File: src/rtl/vend_price_engine.sv
// vend_price_engine: run-time programmable N-entry price table plus the
// vending transaction engine (coin credit, selection check, dispense pulse,
// change return over a valid/ack handshake).
// Optional build macro: VEND_TIMEOUT_EN enables the idle auto-refund counter
// in COLLECT; without it COLLECT waits indefinitely.
// All outputs are registers loaded with the value that belongs to the state
// being entered, so a state's outputs are visible for the whole cycle the
// engine spends in it.

module vend_price_engine #(
    parameter int NUM_ITEMS   = 8,
    parameter int SEL_W       = 3,
    parameter int PRICE_W     = 8,
    parameter int CREDIT_W    = 10,
    parameter int TIMEOUT_CYC = 1000
) (
    input  logic                clk,
    input  logic                rst_n,
    input  logic                i_coin_valid,
    input  logic [PRICE_W-1:0]  i_coin_value,
    output logic                o_coin_ready,
    output logic                o_coin_reject,
    input  logic                i_sel_valid,
    input  logic [SEL_W-1:0]    i_item_sel,
    input  logic                i_cancel,
    input  logic                i_prog_we,
    input  logic [SEL_W-1:0]    i_prog_addr,
    input  logic [PRICE_W-1:0]  i_prog_price,
    output logic                o_prog_reject,
    output logic [CREDIT_W-1:0] o_credit,
    output logic                o_dispense,
    output logic [SEL_W-1:0]    o_dispense_item,
    output logic                o_insufficient,
    output logic                o_change_valid,
    output logic [CREDIT_W-1:0] o_change_amount,
    input  logic                i_change_ack
);

    localparam logic [2:0] S_IDLE    = 3'd0;
    localparam logic [2:0] S_COLLECT = 3'd1;
    localparam logic [2:0] S_CHECK   = 3'd2;
    localparam logic [2:0] S_VEND    = 3'd3;
    localparam logic [2:0] S_REFUND  = 3'd4;

    localparam logic [SEL_W:0] NUM_ITEMS_W = NUM_ITEMS[SEL_W:0];

    // Power-on price for table entry idx, truncated to the price width.
    function automatic logic [PRICE_W-1:0] f_default_price(input int idx);
        logic [15:0] v;
        case (idx)
            0:       v = 16'd125;
            1:       v = 16'd100;
            2:       v = 16'd85;
            3:       v = 16'd150;
            4:       v = 16'd225;
            5:       v = 16'd185;
            6:       v = 16'd50;
            7:       v = 16'd135;
            default: v = 16'd100;
        endcase
        return v[PRICE_W-1:0];
    endfunction

    logic [2:0]          r_state;
    logic [CREDIT_W-1:0] r_credit;
    logic [SEL_W-1:0]    r_sel;
    logic [PRICE_W-1:0]  r_price [NUM_ITEMS];
    logic                r_coin_ready;
    logic                r_coin_reject;
    logic                r_prog_reject;
    logic                r_dispense;
    logic [SEL_W-1:0]    r_dispense_item;
    logic                r_insufficient;
    logic                r_change_valid;
    logic [CREDIT_W-1:0] r_change_amount;

    logic [2:0]          w_state_nxt;
    logic [CREDIT_W-1:0] w_credit_nxt;
    logic [SEL_W-1:0]    w_sel_nxt;
    logic                w_dispense_nxt;
    logic [SEL_W-1:0]    w_dispense_item_nxt;
    logic                w_insufficient_nxt;
    logic                w_change_valid_nxt;
    logic [CREDIT_W-1:0] w_change_amount_nxt;
    logic                w_coin_reject_nxt;
    logic                w_prog_reject_nxt;
    logic                w_prog_wr;
    logic                w_coin_ready_nxt;
    logic                w_timeout;

    logic                w_sel_ok;
    logic                w_addr_ok;
    logic [CREDIT_W:0]   w_sum;
    logic [CREDIT_W-1:0] w_credit_sat;
    logic [CREDIT_W-1:0] w_price_ext;

    assign w_sel_ok     = ({1'b0, i_item_sel} < NUM_ITEMS_W);
    assign w_addr_ok    = ({1'b0, i_prog_addr} < NUM_ITEMS_W);
    assign w_sum        = {1'b0, r_credit} + {{(CREDIT_W + 1 - PRICE_W){1'b0}}, i_coin_value};
    assign w_credit_sat = w_sum[CREDIT_W] ? {CREDIT_W{1'b1}} : w_sum[CREDIT_W-1:0];
    assign w_price_ext  = {{(CREDIT_W - PRICE_W){1'b0}}, r_price[r_sel]};

`ifdef VEND_TIMEOUT_EN
    localparam int TMO_W = $clog2(TIMEOUT_CYC + 1);

    logic [TMO_W-1:0] r_tmo;
    logic             w_tmo_clr;

    assign w_tmo_clr = i_coin_valid | (i_sel_valid & ~w_sel_ok);
    assign w_timeout = (r_state == S_COLLECT) && (r_tmo == TMO_W'(TIMEOUT_CYC));

    // Idle counter: counts only while staying in COLLECT with no activity.
    always_ff @(posedge clk or negedge rst_n) begin
        if (!rst_n) begin
            r_tmo <= {TMO_W{1'b0}};
        end else if ((r_state == S_COLLECT) && (w_state_nxt == S_COLLECT) && !w_tmo_clr) begin
            r_tmo <= r_tmo + {{(TMO_W - 1){1'b0}}, 1'b1};
        end else begin
            r_tmo <= {TMO_W{1'b0}};
        end
    end
`else
    assign w_timeout = 1'b0;
`endif

    // Next-state and next-output decode for the transaction engine.
    always_comb begin
        w_state_nxt         = r_state;
        w_credit_nxt        = r_credit;
        w_sel_nxt           = r_sel;
        w_dispense_nxt      = 1'b0;
        w_dispense_item_nxt = r_dispense_item;
        w_insufficient_nxt  = 1'b0;
        w_change_valid_nxt  = r_change_valid;
        w_change_amount_nxt = r_change_amount;
        w_coin_reject_nxt   = i_coin_valid & ~r_coin_ready;
        w_prog_wr           = 1'b0;
        w_prog_reject_nxt   = 1'b0;

        case (r_state)
            S_IDLE: begin
                // A selection with no credit is always refused.
                w_insufficient_nxt = i_sel_valid;
                if (i_coin_valid) begin
                    w_credit_nxt = w_credit_sat;
                    w_state_nxt  = S_COLLECT;
                end else begin
                    w_state_nxt  = S_IDLE;
                end
            end
            S_COLLECT: begin
                // A coin in the same cycle as cancel/select still counts.
                w_credit_nxt = i_coin_valid ? w_credit_sat : r_credit;
                if (i_cancel || w_timeout) begin
                    w_state_nxt         = S_REFUND;
                    w_change_valid_nxt  = 1'b1;
                    w_change_amount_nxt = w_credit_nxt;
                end else if (i_sel_valid) begin
                    if (w_sel_ok) begin
                        w_sel_nxt   = i_item_sel;
                        w_state_nxt = S_CHECK;
                    end else begin
                        w_insufficient_nxt = 1'b1;
                        w_state_nxt        = S_COLLECT;
                    end
                end else begin
                    w_state_nxt = S_COLLECT;
                end
            end
            S_CHECK: begin
                if (r_credit >= w_price_ext) begin
                    w_credit_nxt        = r_credit - w_price_ext;
                    w_state_nxt         = S_VEND;
                    w_dispense_nxt      = 1'b1;
                    w_dispense_item_nxt = r_sel;
                end else begin
                    w_insufficient_nxt = 1'b1;
                    w_state_nxt        = S_COLLECT;
                end
            end
            S_VEND: begin
                if (r_credit != {CREDIT_W{1'b0}}) begin
                    w_state_nxt         = S_REFUND;
                    w_change_valid_nxt  = 1'b1;
                    w_change_amount_nxt = r_credit;
                end else begin
                    w_state_nxt = S_IDLE;
                end
            end
            S_REFUND: begin
                if (i_change_ack) begin
                    w_credit_nxt        = {CREDIT_W{1'b0}};
                    w_change_valid_nxt  = 1'b0;
                    w_change_amount_nxt = {CREDIT_W{1'b0}};
                    w_state_nxt         = S_IDLE;
                end else begin
                    w_state_nxt = S_REFUND;
                end
            end
            default: begin
                w_state_nxt         = S_IDLE;
                w_credit_nxt        = {CREDIT_W{1'b0}};
                w_change_valid_nxt  = 1'b0;
                w_change_amount_nxt = {CREDIT_W{1'b0}};
            end
        endcase

        // Price writes only land while no transaction is in progress.
        if (i_prog_we) begin
            if ((r_state == S_IDLE) && w_addr_ok) begin
                w_prog_wr = 1'b1;
            end else begin
                w_prog_reject_nxt = 1'b1;
            end
        end else begin
            w_prog_wr         = 1'b0;
            w_prog_reject_nxt = 1'b0;
        end
    end

    assign w_coin_ready_nxt = (w_state_nxt == S_IDLE) || (w_state_nxt == S_COLLECT);

    // Engine state and registered outputs.
    always_ff @(posedge clk or negedge rst_n) begin
        if (!rst_n) begin
            r_state         <= S_IDLE;
            r_credit        <= {CREDIT_W{1'b0}};
            r_sel           <= {SEL_W{1'b0}};
            r_coin_ready    <= 1'b1;
            r_coin_reject   <= 1'b0;
            r_prog_reject   <= 1'b0;
            r_dispense      <= 1'b0;
            r_dispense_item <= {SEL_W{1'b0}};
            r_insufficient  <= 1'b0;
            r_change_valid  <= 1'b0;
            r_change_amount <= {CREDIT_W{1'b0}};
        end else begin
            r_state         <= w_state_nxt;
            r_credit        <= w_credit_nxt;
            r_sel           <= w_sel_nxt;
            r_coin_ready    <= w_coin_ready_nxt;
            r_coin_reject   <= w_coin_reject_nxt;
            r_prog_reject   <= w_prog_reject_nxt;
            r_dispense      <= w_dispense_nxt;
            r_dispense_item <= w_dispense_item_nxt;
            r_insufficient  <= w_insufficient_nxt;
            r_change_valid  <= w_change_valid_nxt;
            r_change_amount <= w_change_amount_nxt;
        end
    end

    // Price table: power-on defaults, rewritten only by accepted writes.
    always_ff @(posedge clk or negedge rst_n) begin
        if (!rst_n) begin
            for (int i = 0; i < NUM_ITEMS; i++) begin
                r_price[i] <= f_default_price(i);
            end
        end else if (w_prog_wr) begin
            r_price[i_prog_addr] <= i_prog_price;
        end
    end

    assign o_coin_ready    = r_coin_ready;
    assign o_coin_reject   = r_coin_reject;
    assign o_prog_reject   = r_prog_reject;
    assign o_credit        = r_credit;
    assign o_dispense      = r_dispense;
    assign o_dispense_item = r_dispense_item;
    assign o_insufficient  = r_insufficient;
    assign o_change_valid  = r_change_valid;
    assign o_change_amount = r_change_amount;

endmodule

File: config.mk
export PLATFORM = sky130hd
export DESIGN_NAME = vend_price_engine
export DESIGN_NICKNAME = d
export VERILOG_FILES = /design/src/rtl/vend_price_engine.sv
export SDC_FILE = /design/constraint.sdc
export NUM_CORES = 1
export LEC_CHECK = 0
export ABC_AREA = 1
export BUFFER_PORTS_ARGS = -buffer_cell sky130_fd_sc_hd__buf_2
export CORE_ASPECT_RATIO = 0.75
export CORE_MARGIN = 8
export CORE_UTILIZATION = 54
export DETAILED_ROUTE_END_ITERATION = 8
export PLACE_DENSITY = 0.85
export SYNTH_ARGS = -nofsm -noshare
export SYNTH_HDL_FRONTEND = slang
export SYNTH_SLANG_ARGS = --single-unit
export TNS_END_PERCENT = 30
File: constraint.sdc
create_clock -name clk -period 2.9 [get_ports clk]
set_input_delay 0.58 -clock clk [delete_from_list [all_inputs] [get_ports clk]]
set_output_delay 0.58 -clock clk [all_outputs]
set_load 0.02 [all_outputs]
# Word level (Yosys, flattened, before mapping)
# Index checks and enable logic that the tools add are counted.
[word_totals] register_bits=99 input_bits=29 out_inout_bits=29
[op_classes] reduce_logical=11 addsub=2 mux=33 n_lt_le_gt_ge=4 n_bitwise=7 eq_ne=9
[ops] cell="10-bit case mux with 4 select lines" count=2
[ops] cell="64-bit bitwise mux" count=1
[ops] cell="10-bit two-way mux" count=6
[ops] cell="8-bit binary-select mux with 3-bit select" count=1
[ops] cell="8-bit demux with 3-bit select" count=1
[ops] cell="8-bit two-way mux" count=3
[ops] cell="3-bit case mux with 5 select lines" count=1
[ops] cell="10-bit by 8-bit adder with 11-bit output" count=1
[ops] cell="1-bit two-way mux" count=11
[ops] cell="10-bit by 8-bit greater-or-equal comparator with 1-bit output" count=1
[ops] cell="10-bit nonzero test" count=1
[ops] cell="10-bit by 8-bit subtractor with 10-bit output" count=1
[ops] cell="3-bit two-way mux" count=3
[ops] cell="4-bit greater-or-equal comparator, second input constant" count=2
[ops] cell="2-bit != test, second input constant" count=4
[ops] cell="3-bit NOT with 4-bit output" count=2
[ops] cell="3-bit by 1-bit == test with 1-bit output, second input constant" count=2
[ops] cell="3-bit by 2-bit == test with 1-bit output, second input constant" count=2
[ops] cell="3-bit logical NOT" count=2
[ops] cell="3-bit AND reduction" count=2
[ops] cell="4-bit by 1-bit < comparator with 1-bit output, second input constant" count=1
[ops] cell="2-bit two-way mux" count=2
[ops] cell="1-bit NOT" count=4
[ops] cell="1-bit case mux with 4 select lines" count=1
[ops] cell="8 further kinds" count=9

# Depth between registers and ports, before layout
# Gate-level depths: netlist (run 1).
[depth] depth_word=9 depth_mapped=19 ltp_nobuf=17

# Least setup slack after synthesis (run 1)
# OpenSTA, ideal clock, no wires.
[synth_path] path_kind="reg-to-reg" startpoint="register r_sel[0]" endpoint="register r_credit[1], in the netlist o_credit[1]" path_buffers=3 setup_ps=127 path_stages_with_launch=20 t_arrival_ps=2789 required_time_ps=2773 slack_ps=-16 cell_sequence="dfrtp_1 > clkbuf_1 > inv_1 > clkbuf_1 > o21ai_0 > a31oi_1 > ha_1 > inv_1 > fa_1 > inv_1 > o21ai_0 > nand2_1 > inv_1 > nor2_1 > nand2_1 > nand2_1 > inv_1 > buf_4 > nand2_1 > o21ai_0"
[synth_via] elab_chain_len=7
[synth_lines] element="start: declaration" line_no="66" source="logic [SEL_W-1:0] r_sel;"
[synth_lines] element="start signal: assignment" line_no="228" source="r_sel <= {SEL_W{1'b0}};"
[synth_lines] element="start signal: assignment" line_no="240" source="r_sel <= w_sel_nxt;"
[synth_lines] element="3-bit NOT with 4-bit output (implied by the code) *" line_no="101" source="assign w_price_ext = {{(CREDIT_W - PRICE_W){1'b0}}, r_price[r_sel]};"
[synth_lines] element="8-bit binary-select mux with 3-bit select *" line_no="101"
[synth_lines] element="8-bit two-way mux (implied by the code) * (2 in a row)" line_no="101"
[synth_lines] element="10-bit by 8-bit subtractor with 10-bit output or 10-bit by 8-bit greater-or-equal comparator with 1-bit output (tied branches)" line_no="172, 171"
[synth_lines] element="10-bit two-way mux or 2-bit != test (tied branches)"
[synth_lines] element="10-bit case mux with 4 select lines or 3-bit AND reduction (tied branches)"
[synth_lines] element="end signal: assignment" line_no="227" source="r_credit <= {CREDIT_W{1'b0}};"
[synth_lines] element="end signal: assignment" line_no="239" source="r_credit <= w_credit_nxt;"
[synth_lines] element="end: declaration" line_no="65" source="logic [CREDIT_W-1:0] r_credit;"
# Mark *: on every way between the ends. The rest lies on a longest branch, timed or not. The select of a mux whose other input is x is not followed.
# A chain may end at the register's enable or synchronous reset.

# Worst setup path after layout (run 1)
[layout_path] startpoint="register r_sel[0]" endpoint="register r_credit[5], in the netlist o_credit[5]"
# The elaborated chain is that of the path after synthesis.

==> results_dict.tcl, run 1 <==
set metrics [dict create \
    status "completed" \
    placed_cell_area_mm2 0.00614 \
    synth_area_leader_cell "dfrtp_1" \
    worst_pin_slew_ps 862 \
    die_h_um 104 \
    finalSetupViolCount 0 \
    synthCells 691 \
    finalNetCount 806 \
    worstHoldPathType "in -> async" \
    cp_slowest_stage_delay_ps 460 \
    combPwrFrac 0.547 \
    yosysWarnings 0 \
    synth_ff_type "dfrtp_1" \
    stdcell_count 900 \
    seq_area_frac_synth 0.447 \
    ioPinCount 58 \
    dieWidth_um 134 \
    synth_common_cells "nand2_1 (159), o21ai_0 (89), inv_1 (81)" \
    synth_top_cell_area_share 0.289 \
    synth-edff-count 0 \
    report.final.slew_viol_count 0 \
    cts_sinks 99 \
    antenna_found_initial 0 \
    synth_top_family_by_area "simple AND/OR/NAND/NOR gates" \
    vias 5225 \
    period_share 0.937 \
    drc 0 \
    dp_slack_ps -27.5 \
    worst_slack_ps 184 \
    drt_iter0_drc 529 \
    dp_hpwl_mm 11.5 \
    grt_pass1_vias 5298 \
    cp_cell_sequence "inv_2, a21oi_1, a221oi_2, a31oi_1, ha_2, inv_2, fa_2, inv_1, o21ai_2, nand2_1, inv_1, nor2_2, nand2_1, nand2_2, buf_6, nor2_1, a21oi_1" \
    grtUsageMet3 0.0579 \
    grt_max_degree 51 \
    synth-compound-area-share 0.145 \
    cts_root_buf "clkbuf_16" \
    gr-total-overflow 0 \
    clk_pin_slew_ps 70 \
    diodes 0 \
    finClkSkew_ps 9.44 \
    power_density_mw_per_mm2 1280 \
    synth_fa_ha_area_frac 0.0426 \
    ys_top_cells_by_area "dfrtp_1 (29%), dfstp_2 (16%), nand2_1 (11%)" \
    end_kind "flip-flop" \
    clkPwrFrac 0.139 \
    ant_nets 0 \
    ys_ff_latch 99 \
    port_buffers 57 \
    dieArea_mm2 0.0140 \
    synth_nets 738 \
    crit_arrival_ps 2980 \
    area_growth_pct 15.6 \
    period_minus_slack_ps 2720 \
    grt_usage 0.225 \
    numCtsBuffers 9 \
    vdd_drop_max_mv 0.653 \
    switching_share 0.465 \
    critPathLaunchType "flip-flop" \
    ff2ff_path_depth 17 \
    max-slew-margin-rel 0.421 \
    cts_tree "done" \
    wl_mm 15.4 \
    synth_simple_gate_area_frac 0.221 \
    fin_area_mm2 0.00652 \
    via_per_inst 5.81 \
    clock.fmax_mhz 368 \
    initial_core_util 0.552 \
    synth_area_per_cell_um2 8.16 \
    h-tree-depth 3 \
    yosys.area_share.xor_xnor 0.00621 \
    clock_path_buffers 2 \
    netSwitchingPower_w 0.00389 \
    grt_pass1_wl_mm 25.9 \
    place_congestion 0.916 \
    core_mm2 0.0102 \
    cp.required_ps 3160 \
    num_rows 32 \
    placedCellCount 879 \
    muxShareOfSynthArea 0.0619 \
    p_int_w 0.00448 \
    wl_per_cell_um 17.1 \
    p_seq_frac 0.314 \
    p_leak_nw 3.14 \
    insertion_delay_ps 350 \
    yosysMostFrequentCell "nand2_1" \
    async_reset_ff_frac 1.00 \
    slowest_stage "dfrtp_2" \
    dr.pass1.iters 7 \
    gr-usage-met2 0.359 \
    top_usage_layer "met2" \
    critPathMaxFanout 8 \
    seq_area_mm2 0.00252 \
    netlist_area_mm2 0.00564 \
    drv_cap 0 \
    critical_path_class "reg -> reg" \
    post_synth_num_cell_types 30 \
    multiInputGateArea_mm2 0.00272 \
    hold_viol_final 0 \
    n_fill_cell 818 \
    use_met1 0.288 \
    drive_above_1_share 0.246 \
]
==> what timing repair did <==
item | CTS | global route
cloned | 0 | 1
setup endpoints to repair | 1 | 15
gates resized for setup | 1 | 25
hold buffers | 0 | 0
pin swaps | 0 | 7
setup buffers | 0 | 4
endpoints found under the hold margin | 0 | 0
==> final timing paths <==
check	start	to	slack (ps)
min reg2reg	o_change_amount[0]	o_change_amount[0]	470
max reg2reg	r_sel[0]	o_credit[5]	180
min	rst_n	r_price[22]	240
min in group clk	i_prog_we	o_prog_reject	460
max	r_sel[0]	o_credit[5]	180
max in group asynchronous	rst_n	r_price[56]	1920
==> stage by stage <==
| stage | utilization | power (W) | setup TNS (ps) | hold slack, ps |
|---|---|---|---|---|
| 2_1_floorplan | - | 0.00556 | 0 | 284 |
| 3_3_place_gp | 0.602 | 0.00661 | 0 | 460 |
| 3_5_place_dp | 0.602 | 0.00686 | -27.5 | 460 |
| 4_1_cts | 0.630 | 0.00808 | 0 | 248 |
| 5_1_grt | 0.638 | 0.00904 | -29.4 | 269 |
| 6_report | 0.638 | 0.00837 | 0 | 240 |
==> area by class of cell <==
type | instances | share of cell area
Multi-Input combinational cell | 484 | 0.417
Sequential cell | 99 | 0.387
Timing Repair Buffer | 79 | 0.0728
Inverter | 86 | 0.0520
Clock buffer | 12 | 0.0396
Tap cell | 136 | 0.0261
Clock inverter | 4 | 0.00518
==> layer usage <==
metal / vias to the layer above / routed length (um)
met2: 272 / 7140
met4: 0 / 359
met5: - / 0
met3: 45 / 1400
li1: 2420 / -
met1: 2488 / 6530
==> critical path: cells and delay by family (launching register included) <==
family,cells,cell delay [ps]
flip-flops,1,460
buffers and inverters,5,420
AO/OA/AOI/OAI,5,690
adder cells (fa/ha/maj),2,570
AND/OR/NAND/NOR,5,490
==> placed cells by master (no fill, tap or decap), types with 2 or more instances in the layout <==
master and count:
inv_2 6, clkinv_4 2, buf_2 57, o21ai_1 3, inv_1 77, clkbuf_1 2
nand2_2 2, nor2_2 2, ha_2 2, nor3_1 2, dfrtp_1 64, nand3_1 45
mux2_2 31, a31oi_1 2, xor2_1 2, nor2_1 42, or2_2 2, nand3b_1 3
o21ai_2 3, dfstp_2 34, clkbuf_16 10, nor4_4 8, ha_1 14, xnor2_1 2
buf_6 3, nand4_1 6, buf_4 18, o21ai_0 83, nand2_1 158, a21oi_1 67
==> logic make-up (layout without fill, tap and decap cells) <==
family                   count (synthesis)  in the layout
AND/OR/NAND/NOR                        270            270
AO/OA/AOI/OAI                          161            161
buffers and inverters                  108            181
flip-flops                              99             99
multiplexers                            31             31
adder cells (fa/ha/maj)                 18             18
XOR/XNOR                                 4              4
==> registers in the layout (all words and copies together), names as in the netlist, 3 cells and up <==
name	cells
r_price	64
o_change_amount	10
o_credit	10
o_dispense_item	3
r_sel	3
r_state	3
==> power by group through the flow <==
stage	registers, W	logic (W)	clock network (W)
2_1_floorplan	0.00270	0.00287	0
6_report	0.00263	0.00458	0.00116
5_1_grt	0.00269	0.00512	0.00123
3_5_place_dp	0.00262	0.00424	0
3_3_place_gp	0.00258	0.00402	0
4_1_cts	0.00260	0.00429	0.00118
Note: power is estimated with default switching activity, not from simulation.
==> inputs of run 2 (changes only) <==
- CORE_ASPECT_RATIO: 0.75 -> 1.5
==> run 2 against run 1 <==
Compared with the run above:
- final cell count shrank 2.2%
- wire length shrank 3.7%
- combinational power shrank 3%
- critical path depth is the same
==> results_dict.tcl, run 2 (same netlist as run 1, synthesis figures left out) <==
set metrics [dict create \
    dieWidth_um 99.4 \
    cpMostUsedCell "inv_1" \
    crit_family "simple AND/OR/NAND/NOR gates" \
    layout_commonest_cell "nand2_1" \
    registers.top_by_ff_count "r_price" \
    critical_path_class "reg -> reg" \
    ff2ff_path_depth 17 \
    cp_cell_sequence "inv_1, o21ai_1, a221oi_1, a31oi_1, ha_2, inv_1, fa_2, inv_1, o21ai_1, nand2_1, inv_1, nor2_2, nand2_2, nand2_4, clkinvlp_4, nand2_1, nand2_1" \
    multiInputGateArea_mm2 0.00271 \
    ioPinCount 58 \
    num_rows 45 \
    drive_above_1_share 0.241 \
    dr.pass1.iters 6 \
    area_growth_pct 15.4 \
    ant_nets 0 \
    cts_tree "done" \
    initial_core_util 0.556 \
    grt_max_degree 53 \
    dieArea_mm2 0.0140 \
    grt_pass1_wl_mm 24.4 \
    insertion_delay_ps 340 \
    cts_root_buf "clkbuf_16" \
    power_density_mw_per_mm2 1290 \
    p_leak_nw 3.14 \
    diodes 0 \
    core_mm2 0.0101 \
    largest_reg_flops 64 \
    clock_path_buffers 2 \
    cts_sinks 99 \
    n_fill_cell 799 \
    worst-path-buf-inv 5 \
    max-slew-margin-rel 0.471 \
    hold_viol_final 0 \
    drv_cap 0 \
    report.final.slew_viol_count 0 \
    vias 5095 \
    r2r-start "r_price[24]" \
    worst_pin_slew_ps 787 \
    gr-total-overflow 0 \
    placedCellCount 860 \
    die_h_um 141 \
    cp.required_ps 3120 \
    place_congestion 0.988 \
    crit_arrival_ps 2950 \
    end_kind "flip-flop" \
    wl_mm 14.9 \
    clock.fmax_mhz 366 \
    clk_pin_slew_ps 70 \
    antenna_found_initial 0 \
    port_buffers 57 \
    via_per_inst 5.79 \
    status "completed" \
    rrSetupSlack_ps 170 \
    period_minus_slack_ps 2730 \
    critPathMaxFanout 6 \
    vdd_drop_max_mv 0.588 \
    numCtsBuffers 9 \
    worstHoldPathType "in -> async" \
    drt_iter0_drc 356 \
    finalSetupViolCount 0 \
    grt_usage 0.215 \
    h-tree-depth 3 \
    finClkSkew_ps 10.7 \
    grt_pass1_vias 5157 \
    wl_per_cell_um 16.9 \
    cp_slowest_stage_delay_ps 520 \
    period_share 0.941 \
    slowest_stage "dfstp_2" \
    finalNetCount 805 \
    dp_hpwl_mm 11.3 \
    critPathLaunchType "flip-flop" \
    drc 0 \
    r2r_end "o_credit[2]" \
    stdcell_count 880 \
    seq_area_mm2 0.00252 \
    rsz0062_at_grt "no" \
    fin_tns_setup_ps 0 \
    mostFrequentLayoutCells "nand2_1 (157), o21ai_0 (83), inv_1 (79)" \
]
run 2: layer usage:
metal,track usage,share of wire
met1,0.225,0.37
met2,0.390,0.53
met3,0.0345,0.047
met4,0.130,0.053
met5,0,0
run 2: report_power, final:
part | total [W] | switching [W] | internal (W)
registers | 0.00264 | 0.000419 | 0.00222
logic | 0.00446 | 0.00285 | 0.00161
clock network | 0.00128 | 0.000500 | 0.000782
total | 0.00838 | 0.00377 | 0.00461
run 2: layout make-up:
class	instances	share of cell area
clock inverters	4	0.0113
clock buffers	12	0.0379
repair inverters	1	0.00115
multi-input cells	484	0.417
inverters	86	0.0523
well taps	117	0.0225
flip-flops and latches	99	0.388
repair buffers	77	0.0704
run 2: worst reg2reg max path: cells and delay by family, from the launching register on:
| family | cells | cell delay [ps] |
|---|---|---|
| buffers and inverters | 5 | 380 |
| AO/OA/AOI/OAI | 4 | 520 |
| adder cells (fa/ha/maj) | 2 | 560 |
| AND/OR/NAND/NOR | 6 | 620 |
| flip-flops | 1 | 520 |
run 2: repair_timing:
action                                  CTS  global route
endpoints found under the setup margin    0            15
resized for setup                         0            23
hold buffers                              0             0
hold endpoints to repair                  0             0
setup buffers                             0             3
run 2: how the worst max path moves through the flow:
stage	slack [ps]	end	startpoint	depth (start not counted)
5_1_grt	9	o_credit[1]	r_sel[0]	16
3_3_place_gp	240	o_credit[6]	r_sel[1]	17
2_1_floorplan	1	o_credit[1]	r_sel[1]	19
6_report	170	o_credit[2]	r_price[24]	17
3_5_place_dp	90	o_credit[5]	r_sel[1]	17
4_1_cts	80	o_credit[6]	r_sel[1]	17
run 2: per-stage QoR:
step	instance area, um2	hold WS (ps)	utilization	total power (W)	worst slack (ps)
global route	6510	204	0.642	0.00903	9.12
finish	6510	181	0.642	0.00838	171
detailed placement	6120	464	0.604	0.00687	93.7
global placement	6120	463	0.604	0.00665	240
floorplan	5640	284	-	0.00556	1.18
CTS	6440	184	0.635	0.00819	76.8
==> inputs of run 3 (changes only) <==
- GPL_TIMING_DRIVEN: unset -> 0
==> run 3 against run 2 <==
Compared with the run above:
- final cell count grew 1.3%
- first-iteration DRC count decreased by 26%
- setup slack worse by 130 ps
- via count increased by 2.1%
- critical path depth up 1
==> results_dict.tcl, run 3 (same netlist as run 1, synthesis figures left out) <==
set metrics [dict create \
    status "completed" \
    dp_slack_ps -812 \
    cts_sinks 99 \
    wl_mm 16.1 \
    drive_above_1_share 0.276 \
    clk_pin_slew_ps 70 \
    crit_arrival_ps 3090 \
    place_congestion 0.983 \
    via_per_inst 5.84 \
    grt_pass1_wl_mm 25.9 \
    gr-total-overflow 0 \
    finalNetCount 816 \
    dieWidth_um 99.4 \
    vias 5201 \
    area_growth_pct 18.8 \
    cp_cell_sequence "buf_8, a21oi_4, o21ai_2, a31oi_2, ha_2, inv_2, fa_2, inv_2, o21ai_2, nand2_1, inv_1, nor2_4, nand2_2, nand2_4, inv_1, buf_6, nor2_1, a21oi_1" \
    layout_commonest_cell "nand2_1" \
    initial_core_util 0.556 \
    cts_tree "done" \
    critPathLaunchType "flip-flop" \
    slowest_stage "dfrtp_2" \
    grt_usage 0.234 \
    drc 0 \
    dp_hpwl_mm 11.3 \
    port_buffers 56 \
    cp_slowest_stage_delay_ps 490 \
    cts_hold_buf 0 \
    critPathMaxFanout 10 \
    ioPinCount 58 \
    num_rows 45 \
    period_share 0.987 \
    die_h_um 141 \
    core_mm2 0.0101 \
    max-slew-margin-rel 0.510 \
    worstHoldPathType "in -> async" \
    cts_root_buf "clkbuf_16" \
    netSwitchingPower_w 0.00407 \
    grt_max_degree 73 \
    switching_share 0.454 \
    dieArea_mm2 0.0140 \
    worst_slack_ps 36.8 \
    wl_per_cell_um 18.1 \
    fin_tns_setup_ps 0 \
    finClkSkew_ps 7.66 \
    power_density_mw_per_mm2 1340 \
    period_minus_slack_ps 2860 \
    clock_path_buffers 2 \
    p_leak_nw 3.21 \
    drv_cap 0 \
    critical_path_class "reg -> reg" \
    p_seq_frac 0.296 \
    mostFrequentLayoutCells "nand2_1 (154), inv_1 (76), o21ai_0 (74)" \
    end_kind "flip-flop" \
    dr.pass1.iters 5 \
    vdd_drop_max_mv 0.703 \
    insertion_delay_ps 350 \
    report.final.slew_viol_count 0 \
    fin_util 0.661 \
    crit_family "adder cells" \
    clkPwrFrac 0.147 \
    drt_iter0_drc 262 \
    ant_nets 0 \
    clock.fmax_mhz 349 \
    grt_pass1_vias 5213 \
    hold_viol_final 0 \
    finalSetupViolCount 0 \
    numCtsBuffers 9 \
    antenna_found_initial 0 \
    cp.required_ps 3130 \
    diodes 0 \
    worst-path-buf-inv 6 \
    rrSetupSlack_ps 40 \
    p_int_w 0.00489 \
    combPwrFrac 0.557 \
    worst_pin_slew_ps 732 \
    registers.top_by_ff_count "r_price" \
    largest_reg_flops 64 \
    h-tree-depth 3 \
    rsz0062_at_grt "yes" \
]
[run 3: worst register-to-register path, delay by kind of cell (launching register included)]
family | cells | cell delay [ps]
compound gates | 5 | 540
flops | 1 | 490
simple gates | 5 | 530
fa+ha+maj | 2 | 590
buf+inv | 6 | 580
[run 3: metal layers]
layer / wire length [um] / up-vias / track usage / part of all wire
li1: - / 2443 / - / -
met1: 5780 / 2453 / 0.241 / 0.36
met2: 8230 / 230 / 0.400 / 0.51
met3: 976 / 75 / 0.0488 / 0.060
met4: 1160 / 0 / 0.187 / 0.072
met5: 0 / - / 0 / 0
[run 3: stage by stage]
step	std cells	hold WS [ps]	instance area, um2	total power, W
after global routing	891	184	6700	0.00967
after CTS	884	160	6520	0.00832
after global placement	864	462	6070	0.00659
final	891	154	6700	0.00896
after detailed placement	865	466	6100	0.00678
after floorplan	691	284	5640	0.00556
[run 3: power groups by stage]
| stage | Clock [W] | Sequential, W | Combinational, W |
|---|---|---|---|
| detailed placement | 0 | 0.00258 | 0.00419 |
| finish | 0.00132 | 0.00266 | 0.00499 |
| global route | 0.00138 | 0.00272 | 0.00557 |
| CTS | 0.00133 | 0.00261 | 0.00438 |
| floorplan | 0 | 0.00270 | 0.00287 |
| global placement | 0 | 0.00255 | 0.00404 |
[run 3: final timing paths]
check                              startpoint                 end  cells after the start
max in group asynchronous               rst_n          r_price[9]                      2
max                                  r_sel[0]         o_credit[6]                     18
min reg2reg                o_change_amount[3]  o_change_amount[3]                      2
min                                     rst_n         r_price[57]                      1
min in group clk                    i_prog_we       o_prog_reject                      3
max reg2reg                          r_sel[0]         o_credit[6]                     18
[run 3: area by class of cell]
| class | instances | area, um2 |
|---|---|---|
| Fill cell | 770 | 3430 |
| Clock inverter | 4 | 73.8 |
| Sequential cell | 99 | 2520 |
| Inverter | 86 | 342 |
| Clock buffer | 12 | 256 |
| Multi-Input combinational cell | 484 | 2830 |
| Timing Repair Buffer | 70 | 408 |
| Tap cell | 117 | 146 |
| Buffer | 19 | 120 |
[run 3: timing repair]
| action | in CTS | in global routing |
|---|---|---|
| endpoints found under the setup margin | 17 | 15 |
| cloned | 0 | 0 |
| pin swaps | 7 | 11 |
| setup buffers | 6 | 7 |
| gates resized for setup | 28 | 49 |
